<file path="config.mk">
export PLATFORM = sky130hd
export DESIGN_NAME = adder_16bit_arbiter
export DESIGN_NICKNAME = d
export VERILOG_FILES = /design/src/rtl/adder_16bit_arbiter.sv
export SDC_FILE = /design/constraint.sdc
export NUM_CORES = 1
export LEC_CHECK = 0
export ABC_AREA = 1
export BUFFER_PORTS_ARGS = -buffer_cell sky130_fd_sc_hd__buf_4
export CELL_PAD_IN_SITES_DETAIL_PLACEMENT = 0
export CELL_PAD_IN_SITES_GLOBAL_PLACEMENT = 1
export CORE_MARGIN = 3
export CORE_UTILIZATION = 36
export DETAILED_ROUTE_END_ITERATION = 6
export GPL_TIMING_DRIVEN = 0
export HOLD_SLACK_MARGIN = 0.15
export PLACE_DENSITY_LB_ADDON = 0.1
export SLEW_MARGIN = 20
export SYNTH_ARGS = -nofsm -noshare
export SYNTH_HDL_FRONTEND = slang
export SYNTH_SLANG_ARGS = --single-unit
</file>
<file path="constraint.sdc">
create_clock -name clk -period 6.3 [get_ports clk]
set_input_delay 0.315 -clock clk [delete_from_list [all_inputs] [get_ports clk]]
set_output_delay 0.315 -clock clk [all_outputs]
set_load 0.03 [all_outputs]
</file>
<file path="src/rtl/adder_16bit_arbiter.sv">
// Round-robin scheduler sharing one combinational adder between NUM_REQ requesters,
// with a single-entry registered result stage and per-requester sticky overflow flags.

module adder_16bit #(
    parameter int WIDTH = 16
) (
    input  logic [WIDTH-1:0] a,
    input  logic [WIDTH-1:0] b,
    input  logic             cin,
    output logic [WIDTH-1:0] sum,
    output logic             cout,
    output logic             overflow
);
    logic [WIDTH:0] total;

    assign total    = {1'b0, a} + {1'b0, b} + {{WIDTH{1'b0}}, cin};
    assign sum      = total[WIDTH-1:0];
    assign cout     = total[WIDTH];
    assign overflow = (a[WIDTH-1] == b[WIDTH-1]) && (total[WIDTH-1] != a[WIDTH-1]);
endmodule

module adder_16bit_arbiter #(
    parameter int NUM_REQ = 4,
    parameter int WIDTH   = 16,
    parameter int ID_W    = $clog2(NUM_REQ)
) (
    input  logic                     clk,
    input  logic                     rst,
    input  logic [NUM_REQ-1:0]       req_valid,
    output logic [NUM_REQ-1:0]       req_ready,
    input  logic [NUM_REQ*WIDTH-1:0] req_a,
    input  logic [NUM_REQ*WIDTH-1:0] req_b,
    input  logic [NUM_REQ-1:0]       req_cin,
    output logic                     res_valid,
    input  logic                     res_ready,
    output logic [WIDTH-1:0]         res_sum,
    output logic                     res_cout,
    output logic                     res_overflow,
    output logic [ID_W-1:0]          res_id,
    output logic [NUM_REQ-1:0]       ovf_sticky,
    input  logic [NUM_REQ-1:0]       ovf_clr,
    output logic [31:0]              op_count
);
    typedef enum logic {ST_EMPTY, ST_FULL} state_t;

    state_t              state_reg, state_next;
    logic [ID_W-1:0]     ptr_reg, ptr_next;
    logic [WIDTH-1:0]    sum_reg;
    logic                cout_reg;
    logic                ovf_reg;
    logic [ID_W-1:0]     id_reg;
    logic [31:0]         count_reg;
    logic [NUM_REQ-1:0]  sticky_reg;

    logic                can_accept;
    logic                win_found;
    logic [ID_W-1:0]     win_idx;
    logic                accept;
    logic [ID_W:0]       scan_idx;

    logic [WIDTH-1:0]    a_sel, b_sel;
    logic                cin_sel;
    logic [WIDTH-1:0]    add_sum;
    logic                add_cout, add_ovf;

    assign can_accept = (state_reg == ST_EMPTY) || res_ready;

    // Scan from ptr upward, wrapping; one extra index bit avoids overflow before the wrap.
    always_comb begin
        win_found = 1'b0;
        win_idx   = '0;
        scan_idx  = '0;
        for (int k = 0; k < NUM_REQ; k++) begin
            scan_idx = {1'b0, ptr_reg} + (ID_W+1)'(k);
            if (scan_idx >= (ID_W+1)'(NUM_REQ)) begin
                scan_idx = scan_idx - (ID_W+1)'(NUM_REQ);
            end
            if (!win_found && req_valid[scan_idx[ID_W-1:0]]) begin
                win_found = 1'b1;
                win_idx   = scan_idx[ID_W-1:0];
            end
        end
    end

    // Gating with rst keeps every grant low while reset is held.
    assign accept = win_found && can_accept && rst;

    generate
        for (genvar gi = 0; gi < NUM_REQ; gi++) begin : g_ready
            assign req_ready[gi] = accept && (win_idx == ID_W'(gi));
        end
    endgenerate

    assign a_sel   = req_a[win_idx*WIDTH +: WIDTH];
    assign b_sel   = req_b[win_idx*WIDTH +: WIDTH];
    assign cin_sel = req_cin[win_idx];

    adder_16bit #(
        .WIDTH(WIDTH)
    ) u_adder (
        .a       (a_sel),
        .b       (b_sel),
        .cin     (cin_sel),
        .sum     (add_sum),
        .cout    (add_cout),
        .overflow(add_ovf)
    );

    always_comb begin
        state_next = state_reg;
        case (state_reg)
            ST_EMPTY: begin
                if (accept) state_next = ST_FULL;
            end
            ST_FULL: begin
                if (accept)         state_next = ST_FULL;
                else if (res_ready) state_next = ST_EMPTY;
            end
            default: state_next = ST_EMPTY;
        endcase
    end

    assign ptr_next = (win_idx == ID_W'(NUM_REQ-1)) ? '0 : win_idx + 1'b1;

    always_ff @(posedge clk or negedge rst) begin
        if (!rst) begin
            state_reg <= ST_EMPTY;
            ptr_reg   <= '0;
            sum_reg   <= '0;
            cout_reg  <= 1'b0;
            ovf_reg   <= 1'b0;
            id_reg    <= '0;
            count_reg <= '0;
        end else begin
            state_reg <= state_next;
            if (accept) begin
                ptr_reg  <= ptr_next;
                sum_reg  <= add_sum;
                cout_reg <= add_cout;
                ovf_reg  <= add_ovf;
                id_reg   <= win_idx;
                if (count_reg != 32'hFFFF_FFFF) count_reg <= count_reg + 32'd1;
            end
        end
    end

    // A same-edge set beats a clear so an overflow is never lost.
    generate
        for (genvar gi = 0; gi < NUM_REQ; gi++) begin : g_sticky
            always_ff @(posedge clk or negedge rst) begin
                if (!rst) begin
                    sticky_reg[gi] <= 1'b0;
                end else if (accept && (win_idx == ID_W'(gi)) && add_ovf) begin
                    sticky_reg[gi] <= 1'b1;
                end else if (ovf_clr[gi]) begin
                    sticky_reg[gi] <= 1'b0;
                end
            end
        end
    endgenerate

    assign res_valid    = (state_reg == ST_FULL);
    assign res_sum      = sum_reg;
    assign res_cout     = cout_reg;
    assign res_overflow = ovf_reg;
    assign res_id       = id_reg;
    assign op_count     = count_reg;
    assign ovf_sticky   = sticky_reg;
endmodule

</file>
Yosys cells after proc, flatten, opt, wreduce, memory -nomap -nowiden:

Index checks and enable logic that the tools add are counted.

* bitwise logic cells: 1
* shifts and indexed selects: 2
* equal/unequal tests: 6
* reductions and logical operators: 24
* magnitude comparators: 9
* add/subtract/negate cells: 11
* mux-type cells: 35

Operators with widths (count)
* 64-bit by 7-bit variable part select with 16-bit output: 2
* 32-bit by 1-bit adder with 32-bit output, second input constant: 1
* 32-bit inequality test, second input constant: 1
* 1-bit 2-to-1 mux: 20
* 2-bit 2-to-1 mux: 9
* 16-bit by 16-bit adder with 17-bit output: 1
* 17-bit by 1-bit adder with 17-bit output: 1
* 2-bit by 3-bit < comparator with 1-bit output, second input constant: 5
* 1-bit logical AND: 14
* 1-bit binary-select mux with 2-bit select: 5
* 3-bit greater-or-equal comparator, second input constant: 3
* 2-bit nonzero test: 4
* 2-bit by 1-bit subtractor with 2-bit output, second input constant: 4
* 2-bit by 2-bit adder with 3-bit output, second input constant: 2
* 2-bit equality test, second input constant: 2
* 2-bit by 1-bit adder with 3-bit output, second input constant: 1
* 2-bit by 3-bit greater-or-equal comparator with 1-bit output, second input constant: 1
* 1-bit logical NOT: 3
* 2-bit by 1-bit adder with 2-bit output, second input constant: 1
* 2-bit by 1-bit equality test with 1-bit output, second input constant: 1
* 2-bit logical NOT: 1
* 1-bit case mux with 2 select lines: 1
* 2-bit AND reduction: 1
* 1-bit equality test: 1
* other kinds (3): 3

* register bits: 59
* bits of input ports: 143

Logic depth before layout (Yosys ltp):

* word-level depth: 21
* gate-level depth with buffers: 26
* gate-level depth less buffers: 23

By module:

From an unflattened synthesis, not the netlist that was laid out.

* cells, all modules: 982
* area total of the unflattened synthesis: 5859.4 um^2

By module, submodules not included
* adder_16bit_arbiter: times used 1, area an instance 4958.5 um^2, sequential area each 1476.4 um^2, cells each 832
* adder_16bit: times used 1, area an instance 900.9 um^2, sequential area each 0.0 um^2, cells each 150

Worst setup path before layout:

Ideal clock, no wire load.

* kind: reg2reg
* start point: register ptr_reg[0]
* end point: register sum_reg[10] (netlist: res_sum[10])
* path buffers: 3
* stages on the path, launching flop included: 23
* library setup time: 134 ps
* slack: 2694 ps
* arrival time: 3472 ps
* required time: 6166 ps
* path through: dfrtp_1 buf_6 inv_6 nand2_1 nand3_1 nand2_2 nor2_4 nand3_4 nand3_4 inv_2 buf_6 buf_6 o21ai_2 o22ai_1 fa_1 fa_1 nand3_1 nand2_1 a21boi_0 o21ai_0 a21oi_1 xor2_1 o21ai_0

* cells in the longest elaborated chain, start to end: 17

Ends and longest elaborated chain
* start, declared: RTL line 47 `logic [ID_W-1:0] ptr_reg, ptr_next;`
* start signal, assigned: RTL line 137 `ptr_reg <= ptr_next;`
* parallel branches: the longest is 17 deep, another holds 2-bit by 1-bit adder with 3-bit output
* end signal, assigned: RTL line 138 `sum_reg <= add_sum;`
* end, declared: RTL line 48 `logic [WIDTH-1:0] sum_reg;`

Several ways; the timed one is not identified. The select of a mux whose other input is x is not followed.
A chain may end at the register's enable or synchronous reset.

Final worst setup path:

Same ends and word-level chain as after synthesis.

==> key figures <==
Global routing
  – Initial antenna violation count: 0
  – Total congestion overflow: 0
  – Vias in the first global route: 5,460
  – GR Util All Layers: around 23%
  – Wire length of the first global-routing pass: around 27,000 µm
  – Largest net degree at the start of global routing: slightly above 60

Routing
  – DR pass1 iterations: 5
  – WL per Instance: 15.9 µm
  – Via Count: approximately 5,600
  – Iter 0 DRT Violations: 420
  – DRC Markers: 0
  – Detailed-route wire length: 17,400 µm
  – Via/cell ratio: about 5.1
  – Post-route ant nets: 0

Worst setup path
  – Crit start category: register
  – Arr. time, crit path: around 4400 ps
  – Worst endpoint required time: around 6500 ps
  – Cell Chain, Critical Path: buf_6, inv_6, nand2_1, nand3_1, nand2_2, nor2_4, nand3_4, nand3_4, inv_2, buf_6, buf_6, o21ai_2, o22ai_1, fa_1, fa_1, nand3_1, nand2_1, a21boi_0, o21ai_0, a21oi_1, xor2_1, o21ai_0
  – CP max stage delay: around 490 ps
  – CP Class: reg -> reg
  – Slowest cell on crit path: fa_1
  – CP most frequent cell: buf_6
  – Setup crit end kind: register
  – CP max FO: 10

CTS
  – Hold Buf Count CTS: 1
  – Root Buffer Master: clkbuf_16
  – Sink Count: 59
  – Max Buffers Root-to-Sink: 2
  – Clock Latency Late Sink: 330 ps
  – CTS Buf Count: 9
  – H-tree level count: 3
  – Postcts setup bufs: 0
  – Post-CTS Resized: 0
  – Clk pin slew, worst setup/hold paths: about 60 ps
  – CTS tree: done

Yosys
  – Synth top area share: approximately 30%
  – Post-synthesis register bit count: 59
  – Syn avg cell area: about 7.0 µm²
  – Syn_nets: slightly below 900
  – Part of the Yosys area used for sequential elements: a little under a third
  – Post-Synthesis Cells: 700
  – Mapped Area: 4910 µm²
  – Largest cells by area after synthesis: dfrtp_1 (30%), nand2_1 (13%), nor2_1 (7.4%), ha_1 (5.1%), xor2_1 (4.6%)
  – Synth cell types: 38
  – Synth area leader: dfrtp_1
  – Synth warnings: 0

STA
  – Setup Viol. Count Final: 0
  – Post-layout min period: about 4200 ps
  – Fin crit share: between 60% and 70%
  – Worst slew pin tran: 807 ps
  – FMAX: 237 MHz
  – Slew headroom: between 40 and 50%
  – RSZ-0062 raised after global routing: false
  – Setup WS post-layout: between 2000 and 2500 ps
  – Final setup skew: ~7.2 ps
  – Setup TNS: 0 ps
  – Slew Viols, Final: 0
  – Fin. Hold Viols: 0

Placement
  – Dpl cells: between 1,000 and 1,500
  – GP Congestion: about 0.87
  – Place WS: roughly 2100 ps
  – Port-buffer cells: 203
  – HPWL after DPL: between 10,000 and 15,000 µm

Floorplanning
  – Die area: roughly 15,000 µm²
  – Core area: approximately 13,000 µm²
  – FP Rows: 42
  – Die width: 123 µm
  – Initial Utilization: a little under two fifths
  – Height of the die: 123 µm
  – IO Count: ~200

Final layout
  – Fillcell total: ~1,300
  – Fin nets: ~1,100
  – Max FFs per register: 32
  – Diodes inserted: 0
  – Layout cells sized above 1: a little under a third
  – Layout Cells excl Fill: between 1,000 and 1,500
  – Syn-to-layout area delta: 41.7%

Outcome
  – Status: finished, final reports clean

Hold path
  – Hold Path Class: in -> reg

Job
  – Maxcap violations: 0
==> final cells by class <==
type	instances	area, µm²	share of cell area [%]
Buffer	28	215	3.09
Clock buffer	9	225	3.23
Clock inverter	7	68.8	0.988
Inverter	54	213	3.05
Multi-Input combinational cell	559	3010	43.2
Sequential cell	59	1480	21.2
Tap cell	176	220	3.16
Timing Repair Buffer	204	1530	22.0
==> layer usage <==
layer,global-route usage (%),share of wire [%],vias to the layer above
met5,0,0,-
met3,5.35,6.4,18
li1,-,-,2769
met1,27.5,42,2585
met2,39.8,50,201
met4,6.58,1.6,0
==> per-stage QoR <==
step           util, %  hold WS (ps)  cell area, µm²
3_5_place_dp      50.1           449            6660
2_1_floorplan        -          19.4            4910
5_1_grt           52.4           239            6960
6_report          52.4           222            6960
4_1_cts           52.4           216            6960
3_3_place_gp      50.1           443            6660
==> logic make-up (layout without fill, tap and decap cells) <==
| logic type | count (synthesis) | count (layout) | share of synthesized area, % |
|---|---|---|---|
| xor+xnor | 43 | 43 | 7.66 |
| buf+inv | 82 | 302 | 8.71 |
| flops | 59 | 59 | 30.0 |
| compound gates | 148 | 148 | 17.1 |
| simple gates | 346 | 346 | 30.6 |
| fa+ha+maj | 22 | 22 | 5.91 |
==> critical path: cells and delay by family, from the launching register on <==
| kind | cells | cell delay, ps |
|---|---|---|
| buffers and inverters | 5 | 560 |
| flip-flops | 1 | 370 |
| adder cells (fa/ha/maj) | 2 | 920 |
| AND/OR/NAND/NOR | 8 | 970 |
| AO/OA/AOI/OAI | 6 | 1020 |
| XOR/XNOR | 1 | 220 |
==> layout by cell type (no fill, tap or decap), types with 5 or more instances in the layout <==
cell type	Yosys	layout
ha_1	20	20
xnor2_1	17	17
xor2_1	26	26
nand2_1	167	167
o21ai_1	43	43
nand2_2	7	7
buf_2	10	10
buf_6	9	9
o21ai_0	41	41
buf_4	7	210
nor3_1	13	13
clkbuf_16	0	9
nor2_1	97	97
dfrtp_1	59	59
inv_1	46	46
o22ai_1	32	32
nor4_1	6	6
o21ai_2	10	10
a21oi_1	14	14
nand3_1	33	33
nand4_1	14	14
inv_2	5	5
==> synth_stat cells, drive strengths merged <==
library cell  instances
a21oi                14
nand3                37
o21a                  1
nor2                 99
nor3                 14
buf                  26
a221oi                1
o31ai                 1
o21ai                94
nor4                  6
o22ai                32
inv                  54
nand4                14
a21o                  3
o2111ai               1
clkbuf                2
fa                    2
xor2                 26
xnor2                17
a21boi                1
ha                   20
nand2               176
dfrtp                59
==> worst paths after layout <==
path                                            from                         to  slack, ps  depth (start not counted)
min                                       ovf_clr[2]  ovf_sticky[2]$_DFFE_PN0P_        220                          4
min reg2reg                ovf_sticky[2]$_DFFE_PN0P_  ovf_sticky[2]$_DFFE_PN0P_        480                          2
min in group asynchronous                        rst  ovf_sticky[3]$_DFFE_PN0P_        610                          2
max reg2reg                   ptr_reg[0]$_DFFE_PN0P_    res_sum[10]$_DFFE_PN0P_       2080                         22
max in group asynchronous                        rst    res_sum[13]$_DFFE_PN0P_       5140                          2
max                           ptr_reg[0]$_DFFE_PN0P_    res_sum[10]$_DFFE_PN0P_       2080                         22
Power is not shown: default switching activity piles up to over one toggle a cycle in this logic, so the estimate is an artifact.
